`config.mk`:
```
export PLATFORM = sky130hd
export DESIGN_NAME = vga_sync_receiver
export DESIGN_NICKNAME = d
export VERILOG_FILES = /design/src/rtl/vga_pkg.sv /design/src/rtl/vga_sync_edge.sv /design/src/rtl/vga_sync_receiver.sv
export SDC_FILE = /design/constraint.sdc
export NUM_CORES = 1
export LEC_CHECK = 0
export BUFFER_PORTS_ARGS = -buffer_cell sky130_fd_sc_hd__buf_2
export CELL_PAD_IN_SITES_DETAIL_PLACEMENT = 1
export CELL_PAD_IN_SITES_GLOBAL_PLACEMENT = 1
export CORE_MARGIN = 5
export CORE_UTILIZATION = 44
export DETAILED_ROUTE_END_ITERATION = 6
export GPL_ROUTABILITY_DRIVEN = 0
export PLACE_DENSITY_LB_ADDON = 0.1
export SETUP_SLACK_MARGIN = 0.02
export SLEW_MARGIN = 30
export SYNTH_ARGS = -nofsm -noshare
export SYNTH_HDL_FRONTEND = slang
export SYNTH_HIERARCHICAL = 1
export SYNTH_SLANG_ARGS = --single-unit
```
`constraint.sdc`:
```
create_clock -name clk_in -period 4.5 [get_ports clk_in]
set_clock_uncertainty 0.05 [all_clocks]
set_input_delay 0.225 -clock clk_in [delete_from_list [all_inputs] [get_ports clk_in]]
set_output_delay 0.225 -clock clk_in [all_outputs]
set_load 0.05 [all_outputs]
```
`src/rtl/vga_pkg.sv`:
```
// Shared VGA timing types and constants for the controller and receive sides.
// Combinational helpers only, so this file adds no latency.
// Not applicable: this file carries no data path and no flow control.
package vga_pkg;

    typedef enum logic [1:0] {
        SEARCH = 2'd0,
        SYNC   = 2'd1,
        LOCKED = 2'd2
    } rx_state_t;

    localparam int VGA_H_TOTAL  = 800;
    localparam int VGA_V_TOTAL  = 525;
    localparam int VGA_H_ACTIVE = 640;
    localparam int VGA_V_ACTIVE = 480;
    localparam int VGA_COORD_W  = 10;
    localparam int VGA_MEAS_W   = 11;

    // Increment that sticks at all-ones; used for the measurement counters.
    function automatic logic [VGA_MEAS_W-1:0] sat_inc_meas(input logic [VGA_MEAS_W-1:0] v);
        return (&v) ? v : v + 1'b1;
    endfunction

    // Increment that sticks at all-ones; used for the pixel coordinates.
    function automatic logic [VGA_COORD_W-1:0] sat_inc_coord(input logic [VGA_COORD_W-1:0] v);
        return (&v) ? v : v + 1'b1;
    endfunction

endpackage

```
`src/rtl/vga_sync_edge.sv`:
```
// Falling-edge detector for an active-low sync line, qualified by the pixel strobe.
// fall is combinational on the strobed sample; history register updates only on pix_en.
// No backpressure: samples are taken whenever pix_en is high and ignored otherwise.
module vga_sync_edge (
    input  logic clk_in,
    input  logic rst,
    input  logic pix_en,
    input  logic level,
    output logic fall
);

    logic prev;

    // Remember the last strobed level; idles high so a line held low at reset is not an edge.
    always_ff @(posedge clk_in) begin
        if (rst) begin
            prev <= 1'b1;
        end else if (pix_en) begin
            prev <= level;
        end
    end

    assign fall = pix_en & prev & ~level;

endmodule

```
`src/rtl/vga_sync_receiver.sv`:
```
// VGA timing receiver: recovers active-pixel coordinates, measures line/frame length, declares lock.
// Latency 1 clk_in from a pix_en tick to every output; pulses last exactly one clk_in.
// No backpressure: pix_en gates all progress. Optional VGA_RX_CHECKSUM_EN adds frame_sum.
module vga_sync_receiver
    import vga_pkg::*;
#(
    parameter int H_TOTAL     = VGA_H_TOTAL,
    parameter int V_TOTAL     = VGA_V_TOTAL,
    parameter int LOCK_FRAMES = 2
) (
    input  logic                   clk_in,
    input  logic                   rst,
    input  logic                   pix_en,
    input  logic                   h_sync,
    input  logic                   v_sync,
    input  logic                   n_blank,
    input  logic [7:0]             R,
    input  logic [7:0]             G,
    input  logic [7:0]             B,
    output logic                   pix_valid,
    output logic [VGA_COORD_W-1:0] pix_x,
    output logic [VGA_COORD_W-1:0] pix_y,
    output logic [23:0]            pix_rgb,
    output logic                   frame_start,
    output logic [VGA_MEAS_W-1:0]  h_meas,
    output logic [VGA_MEAS_W-1:0]  v_meas,
    output logic                   h_err,
    output logic                   v_err,
`ifdef VGA_RX_CHECKSUM_EN
    output logic [23:0]            frame_sum,
`endif
    output logic                   locked
);

    localparam logic [VGA_MEAS_W-1:0] H_TOT  = VGA_MEAS_W'(H_TOTAL);
    localparam logic [VGA_MEAS_W-1:0] V_TOT  = VGA_MEAS_W'(V_TOTAL);
    localparam logic [3:0]            LOCK_N = 4'(LOCK_FRAMES);

    logic                   h_fall, v_fall;
    logic [VGA_MEAS_W-1:0]  h_cnt, line_cnt, line_len, lines_closed;
    logic [VGA_COORD_W-1:0] x_cnt, y_cnt, x_cur, y_cur;
    logic                   line_has_pix, line_bad, frame_bad, pix_take;
    rx_state_t              state, state_nxt;
    logic [3:0]             good_cnt, good_cnt_nxt;
    logic                   v_err_nxt;

    vga_sync_edge u_h_edge (.clk_in(clk_in), .rst(rst), .pix_en(pix_en), .level(h_sync), .fall(h_fall));
    vga_sync_edge u_v_edge (.clk_in(clk_in), .rst(rst), .pix_en(pix_en), .level(v_sync), .fall(v_fall));

    // A line that closes on the same tick as v fall still belongs to the ending frame.
    assign line_len     = sat_inc_meas(h_cnt);
    assign line_bad     = (line_len != H_TOT);
    assign lines_closed = h_fall ? sat_inc_meas(line_cnt) : line_cnt;
    assign frame_bad    = (lines_closed != V_TOT) | h_err | (h_fall & line_bad);
    assign pix_take     = pix_en & n_blank & (state != SEARCH);
    assign x_cur        = h_fall ? '0 : x_cnt;
    assign y_cur        = v_fall ? '0 :
                          (h_fall & line_has_pix) ? sat_inc_coord(y_cnt) : y_cnt;

    // Acquisition FSM: only v fall ticks move it, and each one grades the frame just ended.
    always_comb begin
        state_nxt    = state;
        good_cnt_nxt = good_cnt;
        v_err_nxt    = 1'b0;
        if (v_fall) begin
            case (state)
                SEARCH: begin
                    state_nxt    = SYNC;
                    good_cnt_nxt = '0;
                end
                SYNC: begin
                    if (frame_bad) begin
                        good_cnt_nxt = '0;
                        v_err_nxt    = 1'b1;
                    end else begin
                        good_cnt_nxt = good_cnt + 4'd1;
                        if (good_cnt_nxt == LOCK_N) state_nxt = LOCKED;
                    end
                end
                LOCKED: begin
                    if (frame_bad) begin
                        state_nxt    = SYNC;
                        good_cnt_nxt = '0;
                        v_err_nxt    = 1'b1;
                    end
                end
                default: begin
                    state_nxt    = SEARCH;
                    good_cnt_nxt = '0;
                end
            endcase
        end
    end

    // FSM state plus its registered status outputs.
    always_ff @(posedge clk_in) begin
        if (rst) begin
            state       <= SEARCH;
            good_cnt    <= '0;
            locked      <= 1'b0;
            v_err       <= 1'b0;
            frame_start <= 1'b0;
        end else begin
            state       <= state_nxt;
            good_cnt    <= good_cnt_nxt;
            locked      <= (state_nxt == LOCKED);
            v_err       <= v_err_nxt;
            frame_start <= v_fall;
        end
    end

    // Line and frame length measurement; v_meas is only meaningful once acquisition has begun.
    always_ff @(posedge clk_in) begin
        if (rst) begin
            h_cnt    <= '0;
            line_cnt <= '0;
            h_meas   <= '0;
            v_meas   <= '0;
            h_err    <= 1'b0;
        end else if (pix_en) begin
            h_cnt <= h_fall ? '0 : sat_inc_meas(h_cnt);
            if (h_fall) h_meas <= line_len;
            if (v_fall) begin
                line_cnt <= '0;
                if (state != SEARCH) v_meas <= lines_closed;
            end else if (h_fall) begin
                line_cnt <= sat_inc_meas(line_cnt);
            end
            if (v_fall)                h_err <= 1'b0;
            else if (h_fall & line_bad) h_err <= 1'b1;
        end
    end

    // Pixel path: coordinates of the current tick are published one cycle later.
    always_ff @(posedge clk_in) begin
        if (rst) begin
            pix_valid    <= 1'b0;
            pix_x        <= '0;
            pix_y        <= '0;
            pix_rgb      <= '0;
            x_cnt        <= '0;
            y_cnt        <= '0;
            line_has_pix <= 1'b0;
        end else begin
            pix_valid <= pix_take;
            if (pix_en) begin
                if (pix_take) begin
                    pix_x   <= x_cur;
                    pix_y   <= y_cur;
                    pix_rgb <= {R, G, B};
                    x_cnt   <= sat_inc_coord(x_cur);
                end else begin
                    x_cnt   <= x_cur;
                end
                y_cnt        <= y_cur;
                line_has_pix <= ((h_fall | v_fall) ? 1'b0 : line_has_pix) | pix_take;
            end
        end
    end

`ifdef VGA_RX_CHECKSUM_EN
    logic [23:0] sum_acc;

    // Per-frame colour checksum, published at each v fall once acquisition has begun.
    always_ff @(posedge clk_in) begin
        if (rst) begin
            sum_acc   <= '0;
            frame_sum <= '0;
        end else if (pix_en) begin
            if (v_fall) begin
                if (state != SEARCH) frame_sum <= sum_acc;
                sum_acc <= pix_take ? {R, G, B} : 24'd0;
            end else if (pix_take) begin
                sum_acc <= sum_acc + {R, G, B};
            end
        end
    end
`endif

endmodule

```
# == Yosys cells after proc, flatten, opt, wreduce, memory -nomap -nowiden ==
# Cells that the tools add are included.
# word_totals
output_inout_bits,71
wordCells,84
reg_bits,122
# op_classes
add_sub_neg,5
mux,23
n_reduce_logical,14
n_bitwise,16
eq_ne,7
# ops
operator,n
$mux W10,6
$mux W11,5
$add A11 B1 Y11 const B,2
$ne A11 B10 Y1 const B,2
$reduce_and A11 Y1,2
$add A10 B1 Y10 const B,2
$reduce_and A10 Y1,2
$and A1 B1 Y1,8
$mux W2,4
$mux W4,2
$pmux W4 S2,1
$reduce_and A2 Y1,4
$pmux W2 S3,1
$add A4 B1 Y4 const B,1
$eq A2 B2 Y1 const B,2
$eq A4 B2 Y1 const B,1
$mux W1,4
$not A1 Y1,4
$or A1 B1 Y1,4
$reduce_bool A2 Y1,2
$reduce_and A3 Y1,1
$reduce_or A3 Y1,1
$eq A2 B1 Y1 const B,1
$logic_not A2 Y1,1
2 further kinds,2

# == Longest topological paths before layout ==
# Gate-level depths: netlist of the first run.
# depth
ltp_word,10
depth_mapped,13

# == By module ==
# The synthesis of the first run kept the hierarchy.
# modules_own_cells
module,seq_area_each_um2,cells_per_inst,instances,area_per_inst_um2
vga_sync_receiver,2402.3,722,1,5656.7
vga_sync_edge,20.0,4,2,45.0

# == Worst setup path after synthesis of the first run ==
# Ideal clock, no wire load.
# synth_path
path_kind,register -> register
start,register u_h_edge.prev
end,register x_cnt[5]
path_slack_ns,1.912
t_arrival_ns,2.473
stages_incl_launch_ff,14
required_ns,4.385
cell_sequence,dfxtp_1 and3b_2 buf_2 clkbuf_1 nor2b_1 ha_1 and3_1 nand4_1 and2_1 clkbuf_1 nor2b_1 nand3_1 mux2_2 nor2_1
# synth_between
elab_chain_len,6
elab_cells_between_ends,7
# synth_lines
item,line,rtl
start: declaration,vga_sync_edge.sv:12,logic prev;
start signal: assignment,vga_sync_edge.sv:19,prev <= level;
$and A1 B1 Y1 (*) (2 in series),vga_sync_edge.sv:23,assign fall = pix_en & prev & ~level;
named net h_fall,vga_sync_receiver.sv:39,"logic h_fall, v_fall;"
$mux W10 (*),vga_sync_receiver.sv:56,assign x_cur = h_fall ? '0 : x_cnt;
named net x_cur[0],vga_sync_receiver.sv:41,"logic [VGA_COORD_W-1:0] x_cnt, y_cnt, x_cur, y_cur;"
$add A10 B1 Y10 or $reduce_and A10 Y1 (tied branches),vga_pkg.sv:26,return (&v) ? v : v + 1'b1;
$mux W10 (*),vga_pkg.sv:26,
$mux W10 (*),vga_sync_receiver.sv:147,if (pix_take) begin
end signal: assignment,vga_sync_receiver.sv:151,x_cnt <= sat_inc_coord(x_cur);
end signal: assignment,vga_sync_receiver.sv:153,x_cnt <= x_cur;
end: declaration,vga_sync_receiver.sv:41,
# Mark *: on every way through the listed nets, which the timed path passes. The rest lies on a longest branch.
# A chain may end at the register's enable or synchronous reset.

# == Final worst setup path of the first run ==
# layout_path
start,register h_cnt[0]
end,register good_cnt[3]
# layout_between
elab_chain_len,7
elab_cells_between_ends,10
# layout_lines
item,line,rtl
start: declaration,vga_sync_receiver.sv:40,"logic [VGA_MEAS_W-1:0] h_cnt, line_cnt, line_len, lines_closed;"
start signal: assignment,vga_sync_receiver.sv:121,h_cnt <= h_fall ? '0 : sat_inc_meas(h_cnt);
$add A11 B1 Y11 or $reduce_and A11 Y1 (tied branches),vga_pkg.sv:21,return (&v) ? v : v + 1'b1;
$mux W11 (*),--,
$ne A11 B10 Y1 (*),vga_sync_receiver.sv:52,assign line_bad = (line_len != H_TOT);
$and A1 B1 Y1 (*),vga_sync_receiver.sv:54,assign frame_bad = (lines_closed != V_TOT) | h_err | (h_fall & line_bad);
$or A1 B1 Y1 (*),vga_sync_receiver.sv:54,
$mux W4 or $ne A2 B2 Y1 (tied branches),--,
$pmux W4 S2 or $reduce_and A2 Y1 (tied branches),--,
end signal: assignment,vga_sync_receiver.sv:105,good_cnt <= good_cnt_nxt;
end: declaration,vga_sync_receiver.sv:44,"logic [3:0] good_cnt, good_cnt_nxt;"
# Every way passes the cells marked *; elsewhere a longest branch is shown, timed or not.

==> impl_metrics.yaml, run 1 <==
global_route:
  grt_util_all_layers_pct: 21.75
  gr-total-overflow: 0
  grt_pass1_vias: 5697
  grt_pass1_wl_um: 28110
  grt_max_degree: 73
  antenna_found_initial: 0
synth:
  netlist_instances: 730
  async_flop_share_pct: 0
  seq_area_frac_synth_pct: 42.50
  synth_flop_cell: "dfxtp_1"
  synth_nets: 770
  synth-edff-count: 0
  synth_cell_types: 67
  synth_top_cell_area_share_pct: 42.50
  ys_warn_count: 6
  yosys-top-cells-area: "dfxtp_1, nand2_1, a21oi_1"
  syn_area_mm2: 0.005747
  synth_top_area_cell: "dfxtp_1"
  syn_avg_cell_area_um2: 7.872
  yosys_register_bits: 122
job:
  cap_violations: 0
power:
  ir_worst_vdd_mv: 0.2241
  power_density_mw_per_mm2: 373.5
  p_leak_nw: 2.804
clock_tree:
  cts_hold_buffers: 17
  numCtsBuffers: 17
  cts.sinks: 122
  cts.path.max_buffers: 2
  cts-root-buf: "clkbuf_16"
  clk_latency_ns: 0.42
  cts_setup_buffers: 0
  postCtsResizedCells: 0
  cts.clk_slew.worst_paths_ns: 0.05
  cts-htree-levels: 4
  cts_tree: "built"
critical_path:
  path_class: "register to register"
  arrival_ns: 3.28
  cp_max_fo: 6
  required_ns: 4.78
  worstSetupEndpointType: "register"
  startpoint_type: "register"
  worstReg2RegStart: "h_cnt[0]$_SDFFE_PP0P_"
  crit_path_start: "h_cnt[0]$_SDFFE_PP0P_"
  reg2reg_setup_slack_ns: 1.50
cells_and_area:
  antenna_cells: 0
  fill_cells: 1592
  multi_input_area_mm2: 0.003037
  area_growth_pct: 22.53
  regArea_mm2: 0.002442
  fin_nets: 859
  drive_gt1_share_pct: 18.31
die:
  rows: 41
  fp.dieH_um: 124.3
  core_area_mm2: 0.01272
  die_area_mm2: 0.01545
  initial_core_util_pct: 45.17
  die_w_um: 124.3
  io_pins: 101
timing:
  hold_violations: 0
  setup_tns_ns: 0
  holdWs_ns: 0.009706
  rsz0062_at_grt: "false"
  final.min_clock_period_ns: 2.998
  worst_slew_margin_rel_pct: 36.91
  setup_viol: 0
  timing.final.max_slew_violations: 0
  timing.final.crit_share_pct: 66.61
  tightestPinTransition_ns: 0.9429
  fmax_ghz: 0.3336
route:
  vias: 5504
  drt_iter0_drc: 278
  drtPass1Iterations: 4
  drt-total-wl_um: 16720
  viasPerCell: 5.493
  postRouteAntennaNets: 0
  drc_errors: 0
  wl_per_cell_um: 16.69
placement:
  dp_hpwl_um: 11340
  io_buffers: 100
hold_path:
  hold_class: "primary input to register"
  hp-start: "R[2]"
run_status:
  status: "finished, final reports clean"
area by class of cell:
class                   count  share of cell area (%)
well taps                 172                   3.056
multi-input cells         542                   43.12
flip-flops and latches    122                   34.68
clock inverters             8                   1.706
repair buffers            122                   10.09
inverters                  14                  0.7463
clock buffers              22                   6.592
power breakdown:
part           leakage (nW)  switching (mW)  internal (mW)  total [mW]
Combinational          1.54           0.114         0.0514       0.166
Sequential            0.985          0.0102           1.09        1.10
Clock                 0.282           0.471          0.889        1.36
flip-flops by register name, summed over array words and instances (netlist names), 2 cells and up:
register / count
good_cnt: 4
h_cnt: 11
h_meas: 11
line_cnt: 11
pix_rgb: 24
pix_x: 10
pix_y: 10
state: 2
v_meas: 11
x_cnt: 10
y_cnt: 10
path summary, 6_finish.rpt:
kind | endpoint | depth (start not counted)
hold / removal | pix_rgb[18]$_SDFFE_PP0P_ | 3
hold reg to reg | pix_x[1]$_SDFFE_PP0P_ | 2
setup / recovery | good_cnt[3]$_SDFFE_PP0P_ | 8
setup reg to reg | good_cnt[3]$_SDFFE_PP0P_ | 8
per-layer routing:
metal  vias up  routed length, um  track usage (%)  share of wire [%]
met4         0                306            7.801                1.8
li1       2723                  -                -                  -
met3        22                655            4.717                3.9
met5         -                  0                0                  0
met2       117               8409            38.01                 50
met1      2642               7349            26.23                 44
critical path, cell delays in order (launching register included):
cell,delay (ns)
dfxtp_1,0.43
ha_1,0.26
and2_0,0.30
o21ai_1,0.16
a2111oi_0,0.48
and3_1,0.24
a31oi_1,0.24
or4_1,0.57
o221ai_1,0.18
cells in the mapped netlist (3+ instances only):
cell type,instances
a31o_2,3
or4_1,3
nand2_1,111
or2_2,5
nor2_1,100
buf_2,4
nor3_1,24
buf_1,3
a211oi_1,14
nand4_1,9
inv_1,13
o211ai_1,4
o21ai_1,3
nand2b_1,9
and2_1,4
nor2b_1,8
and3_1,16
a41oi_1,3
xnor2_1,14
o21ai_0,14
a31oi_1,7
ha_1,10
dfxtp_1,122
a32oi_1,3
nand3_1,22
xor2_1,8
clkbuf_1,41
a21oi_1,83
a22oi_1,13
mux2i_1,8
and4_1,3
cell families (layout without fill, tap and decap cells):
kind of cell	count (synthesis)	in the layout	synth area share (%)
AOI/OAI and AO/OA	169	169	18.68
muxes	9	9	1.589
DFF	122	122	42.50
xor gates and xnor gates	22	22	3.353
adders and majority gates	10	10	2.177
and+or+nand+nor	332	332	26.95
buffers and inverters	66	166	4.746
placed cells by master (no fill, tap or decap), types with 4 or more instances in the layout:
master,instances
and3_1,16
ha_1,10
xor2_1,8
dfxtp_1,122
buf_4,6
dlygate4sd3_1,17
nor2_1,99
xnor2_1,14
nor2b_1,8
a211oi_1,14
nand3_1,22
clkbuf_16,17
or2_2,4
a22oi_1,13
o21ai_0,14
o211ai_1,4
mux2i_1,8
nand4_1,9
inv_1,13
and2_1,4
nor3_1,24
a31oi_1,7
buf_2,99
a21oi_1,83
nand2_1,111
nand2b_1,9
metrics by stage:
| stage | util, % | power, mW | setup slack, ns | area [um2] | instances |
|---|---|---|---|---|---|
| floorplan | - | 1.230 | 1.912 | 5747 | 730 |
| global placement | 49.40 | 1.274 | 1.805 | 6285 | 955 |
| detailed placement | 49.40 | 1.281 | 1.554 | 6285 | 955 |
| CTS | 55.33 | 2.654 | 1.545 | 7039 | 1002 |
| global route | 55.35 | 2.715 | 1.183 | 7042 | 1002 |
| finish | 55.35 | 2.630 | 1.502 | 7042 | 1002 |
Note: power is estimated with default switching activity, not from simulation.
==> run 2: changes to the inputs <==
ABC_AREA = 1   (was default)
CORE_UTILIZATION = 40   (was 44)
clock period = 3.04 ns   (was 4.5 ns; I/O delays follow)
==> impl_metrics.yaml, run 2 <==
critical_path:
  crit_family: "simple AND/OR/NAND/NOR gates"
  worstSetupEndpointType: "register"
  crit_path_frequent_cell: "nand2_1"
  cpPeakStageDelay_ns: 0.54
  path_class: "primary input to register"
  cp_max_fo: 14
  cpMaxStageDelayCell: "dlygate4sd3_1"
  worstPathCellList: "dlygate4sd3_1 -> buf_2 -> nor2_1 -> buf_4 -> nand2_1 -> nor2_4 -> nand2_1 -> nor2_2 -> nand2_1 -> nand2_1 -> nand3_2 -> nor2_2 -> nand2_2 -> nor2_8 -> nand3_1 -> nand2_1 -> nand3_1 -> nand2_1 -> a21oi_1"
  worst-path-buf-inv: 3
  required_ns: 3.27
  startpoint_type: "primary input"
  arrival_ns: 2.85
route:
  postRouteAntennaNets: 0
  drt-met1-wl_um: 8146
  met3_length_um: 678
  vias: 5845
  drt-total-wl_um: 18460
  drc_errors: 0
  drtPass1Iterations: 4
  wl_per_cell_um: 16.57
  drt_iter0_drc: 304
  highest_layer: "met4"
  wl_met2_um: 9314
  viasPerCell: 5.247
placement:
  dpl.cell_count: 1058
  io_buffers: 100
  dp_hpwl_um: 12290
synth:
  syn_area_mm2: 0.005757
  ys_warn_count: 6
  synth_top_cell_area_share_pct: 42.43
  synth_flop_cell: "dfxtp_1"
  synth_top_area_cell: "dfxtp_1"
  synth-edff-count: 0
  yosys-top-cells-area: "dfxtp_1, nand2_1, o21ai_0"
  yosys_register_bits: 122
  async_flop_share_pct: 0
  synth_cell_types: 46
  netlist_instances: 801
  yosysMostFrequentCell: "nand2_1"
  ys_top_cells_by_count: "nand2_1, dfxtp_1, nor2_1"
  synth_nets: 841
  seq_area_frac_synth_pct: 42.43
  syn_avg_cell_area_um2: 7.187
die:
  io_pins: 101
  die_area_mm2: 0.01689
  core_area_mm2: 0.01399
  initial_core_util_pct: 41.15
  fp.dieH_um: 130.0
  rows: 43
  die_w_um: 130.0
global_route:
  grt_pass1_vias: 6178
  grt_pass1_wl_um: 30490
  antenna_found_initial: 0
  grt_util_all_layers_pct: 22.48
  grt_max_degree: 41
  gr-total-overflow: 0
power:
  p_seq_share_pct: 40.4
  switching_share_pct: 24.17
  clkPwrFrac_pct: 50.6
  power_density_mw_per_mm2: 571.1
  ir_worst_vdd_mv: 0.3808
  p_comb_share_pct: 9.0
  power.switching_mw: 1.004
  p_leak_nw: 3.154
  finalPower_mw: 4.154
  intPower_mw: 3.150
clock_tree:
  numCtsBuffers: 17
  cts.path.max_buffers: 2
  cts.clk_slew.worst_paths_ns: 0.05
  cts.sinks: 122
  cts_setup_buffers: 0
  clk_latency_ns: 0.42
  cts-htree-levels: 4
  cts-root-buf: "clkbuf_16"
  cts_tree: "built"
cells_and_area:
  largest_register_ffs: 24
  largest-register: "pix_rgb"
  antenna_cells: 0
  fill_cells: 1812
  final_cell_mix: "nand2_1, dfxtp_1, nor2_1"
  fin_nets: 962
  instances_no_fill: 1114
  final_common_cell: "nand2_1"
  drive_gt1_share_pct: 19.59
  area_growth_pct: 26.34
timing:
  tightestPinTransition_ns: 0.6261
  fmax_ghz: 0.3824
  final.min_clock_period_ns: 2.615
  timing.final.max_slew_violations: 0
  rsz0062_at_grt: "false"
  setup_tns_ns: 0
  timing.final.crit_share_pct: 86.03
  setup_viol: 0
  worst_slew_margin_rel_pct: 58.21
  hold_violations: 0
run_status:
  status: "finished, final reports clean"
hold_path:
  hold_class: "primary input to register"
job:
  cap_violations: 0
-- run 2: kinds of logic after synthesis --
logic type               synth area share (%)
buffers and inverters                   8.346
adder cells (fa/ha/maj)                 2.173
XOR/XNOR                               0.7607
AO/OA/AOI/OAI                           16.58
flip-flops                              42.43
AND/OR/NAND/NOR                         29.71
-- run 2: worst reg2reg max path, cell delays in order, from the launching register on --
cell     delay, ns
dfxtp_1       0.33
nand2_1       0.05
nor2_1        0.16
buf_4         0.25
nand2_1       0.11
nor2_4        0.15
nand2_1       0.10
nor2_2        0.14
nand2_1       0.07
nand2_1       0.11
nand3_2       0.09
nor2_2        0.13
nand2_2       0.09
nor2_8        0.16
nand3_1       0.12
nand2_1       0.08
nand3_1       0.07
nand2_1       0.09
a21oi_1       0.07
-- run 2: metal layers --
layer / vias to the layer above / track usage (%)
li1: 2871 / -
met1: 2832 / 27.05
met2: 116 / 40.46
met3: 26 / 3.971
met4: 0 / 7.518
met5: - / 0
-- run 2: path summary, 6_finish.rpt --
path,depth (start not counted),start,to,slack [ns]
worst max register to register,18,u_h_edge/prev$_SDFFE_PP1P_,state[0]$_SDFF_PP0_,0.48
worst min-delay path,3,G[2],pix_rgb[10]$_SDFFE_PP0P_,0.03
worst max-delay path,19,h_sync,state[0]$_SDFF_PP0_,0.42
worst min register to register,2,u_v_edge/prev$_SDFFE_PP1P_,u_v_edge/prev$_SDFFE_PP1P_,0.41
-- run 2: stage by stage --
stage / setup slack, ns / hold WS (ns) / area (um2) / utilization, %
detailed placement: 0.5041 / 0.3348 / 6409 / 45.81
global route: 0.1457 / 0.02834 / 7273 / 51.99
floorplan: 0.7948 / 0.1822 / 5757 / -
CTS: 0.4345 / 0.01491 / 7273 / 51.99
finish: 0.4248 / 0.03444 / 7273 / 51.99
global placement: 0.6189 / 0.3276 / 6409 / 45.81
-- run 2: timing repair --
item | CTS | global route
hold buffers | 25 | 0
hold endpoints to repair | 25 | 0
gates resized for setup | 0 | 0
-- run 2: layout make-up --
cell class	instances	area (um2)	area share, %
flip-flops and latches	122	2442	33.58
inverters	79	296.5	4.077
clock inverters	7	112.6	1.548
repair buffers	139	855.8	11.77
multi-input cells	563	2839	39.03
clock buffers	24	501.7	6.898
well taps	180	225.2	3.097
-- run 2: power groups by stage --
| stage | clock network [mW] | registers, mW | logic, mW |
|---|---|---|---|
| after CTS | 2.14 | 1.68 | 0.372 |
| after floorplan | 0 | 1.78 | 0.164 |
| after global placement | 0 | 1.71 | 0.333 |
| after global routing | 2.21 | 1.68 | 0.411 |
| after detailed placement | 0 | 1.71 | 0.342 |
| final | 2.10 | 1.68 | 0.375 |
==> run 3: changes to the inputs <==
CELL_PAD_IN_SITES_GLOBAL_PLACEMENT = 2   (was 1)
CORE_UTILIZATION = 32   (was 40)
CTS_BUF_LIST = sky130_fd_sc_hd__clkbuf_8   (was default)
clock period = 2.7 ns   (was 3.04 ns; I/O delays follow)
==> impl_metrics.yaml, run 3 (synthesis gave the netlist of run 2 again) <==
cells_and_area:
  largest_register_ffs: 24
  drive_gt1_share_pct: 20.86
  final_common_cell: "nand2_1"
  area_growth_pct: 27.02
  antenna_cells: 0
  final_util_pct: 40.98
  regArea_mm2: 0.002444
  largest-register: "pix_rgb"
  fill_cells: 2233
  final_cell_mix: "nand2_1, dfxtp_1, nor2_1"
  multi_input_area_mm2: 0.002861
  fin_nets: 976
route:
  drtPass1Iterations: 4
  wl_per_cell_um: 15.73
  postRouteAntennaNets: 0
  drt-met1-wl_um: 8384
  drt-total-wl_um: 18530
  drt_iter0_drc: 217
  met3_length_um: 671
  drc_errors: 0
  viasPerCell: 4.952
  highest_layer: "met4"
  wl_met2_um: 9086
  vias: 5833
die:
  initial_core_util_pct: 32.27
  die_w_um: 144.1
  die_area_mm2: 0.02077
  io_pins: 101
  fp.dieH_um: 144.1
  core_area_mm2: 0.01784
  rows: 49
timing:
  timing.final.max_slew_violations: 0
  timing.final.crit_share_pct: 90.15
  rsz0062_at_grt: "false"
  worst_slew_margin_rel_pct: 58.72
  setup_tns_ns: 0
  hold_violations: 0
  fmax_ghz: 0.4109
  final.min_clock_period_ns: 2.434
  tightestPinTransition_ns: 0.6153
  setup_viol: 0
global_route:
  grt_util_all_layers_pct: 18.07
  grt_pass1_wl_um: 29980
  grt_max_degree: 49
  antenna_found_initial: 0
  grt_pass1_vias: 6054
  gr-total-overflow: 0
placement:
  dp_hpwl_um: 12990
  io_buffers: 100
power:
  p_leak_nw: 3.143
  power_density_mw_per_mm2: 577.9
  ir_worst_vdd_mv: 0.3203
critical_path:
  worstSetupEndpointType: "register"
  arrival_ns: 2.76
  path_class: "register to register"
  required_ns: 3.03
  startpoint_type: "register"
  cp_max_fo: 14
job:
  cap_violations: 0
hold_path:
  hold_class: "primary input to register"
clock_tree:
  cts.clk_slew.worst_paths_ns: 0.07
  cts-root-buf: "clkbuf_8"
  cts_tree: "built"
  cts-htree-levels: 4
  clk_latency_ns: 0.45
  numCtsBuffers: 17
  cts.path.max_buffers: 2
  cts.sinks: 122
run_status:
  status: "finished, final reports clean"
run 3: changes by cell type in the layout (fill, tap and decap cells not counted), sizes merged:
cell / before / now
nand3: 64 / 65
dlygate4sd3: 25 / 29
buf: 114 / 123
clkinv: 4 / 7
inv: 78 / 79
bufinv: 3 / 5
clkbuf: 24 / 19
run 3: power by group:
| group | internal [mW] | switching [mW] | total (mW) | leakage [nW] |
|---|---|---|---|---|
| Clock | 1.14 | 0.771 | 1.91 | 0.237 |
| Combinational | 0.140 | 0.290 | 0.429 | 1.92 |
| Sequential | 1.85 | 0.0372 | 1.89 | 0.990 |
| Total | 3.13 | 1.10 | 4.23 | 3.14 |
run 3: area by class of cell:
class	instances	area share [%]
Inverter	79	4.055
Tap cell	229	3.919
Timing Repair Buffer	152	13.18
Sequential cell	122	33.42
Clock buffer	19	3.576
Multi-Input combinational cell	564	39.13
Clock inverter	13	2.721
run 3: layer usage:
metal | global-route usage [%] | vias up
li1 | - | 2905
met3 | 3.340 | 31
met2 | 31.41 | 98
met1 | 22.08 | 2799
met4 | 7.136 | 0
met5 | 0 | -
run 3: repair_timing:
item / 4_1_cts / 5_1_grt
buffers inserted: 0 / 5
hold endpoints to repair: 27 / 0
hold buffers: 29 / 0
gates resized for setup: 0 / 3
setup endpoints to repair: 0 / 11
run 3: path summary, 6_finish.rpt:
| path | start | endpoint | slack, ns | depth (start not counted) |
|---|---|---|---|---|
| worst max register to register | h_cnt[0]$_SDFFE_PP0P_ | good_cnt[1]$_SDFFE_PP0P_ | 0.27 | 13 |
| worst min-delay path | n_blank | pix_x[5]$_SDFFE_PP0P_ | 0.10 | 5 |
| worst min register to register | pix_x[5]$_SDFFE_PP0P_ | pix_x[5]$_SDFFE_PP0P_ | 0.41 | 2 |
| worst max-delay path | h_cnt[0]$_SDFFE_PP0P_ | good_cnt[1]$_SDFFE_PP0P_ | 0.27 | 13 |
run 3: worst max-delay path: stages, from the launching register on:
cell and delay (ns):
dfxtp_1 0.42, ha_1 0.24, nand2_2 0.11, nor2_4 0.17, nand3_4 0.21, o21ai_2 0.23, nand3_1 0.11, nor2_2 0.17
nand2_4 0.07, nand2_4 0.10, nand2_2 0.10, nor3_1 0.16, o21ai_1 0.08, a21oi_1 0.13
run 3: per-stage QoR:
| step | area, um2 | cells | hold WS (ns) | power, mW | setup WS [ns] |
|---|---|---|---|---|---|
| floorplan | 5757 | 801 | 0.1652 | 2.189 | 0.4548 |
| global placement | 6502 | 1111 | 0.3138 | 2.310 | 0.2803 |
| global route | 7312 | 1178 | 0.1224 | 4.410 | 0.02020 |
| CTS | 7253 | 1172 | 0.09694 | 4.284 | 0.1663 |
| finish | 7312 | 1178 | 0.1017 | 4.226 | 0.2661 |
| detailed placement | 6502 | 1111 | 0.3292 | 2.323 | 0.2218 |
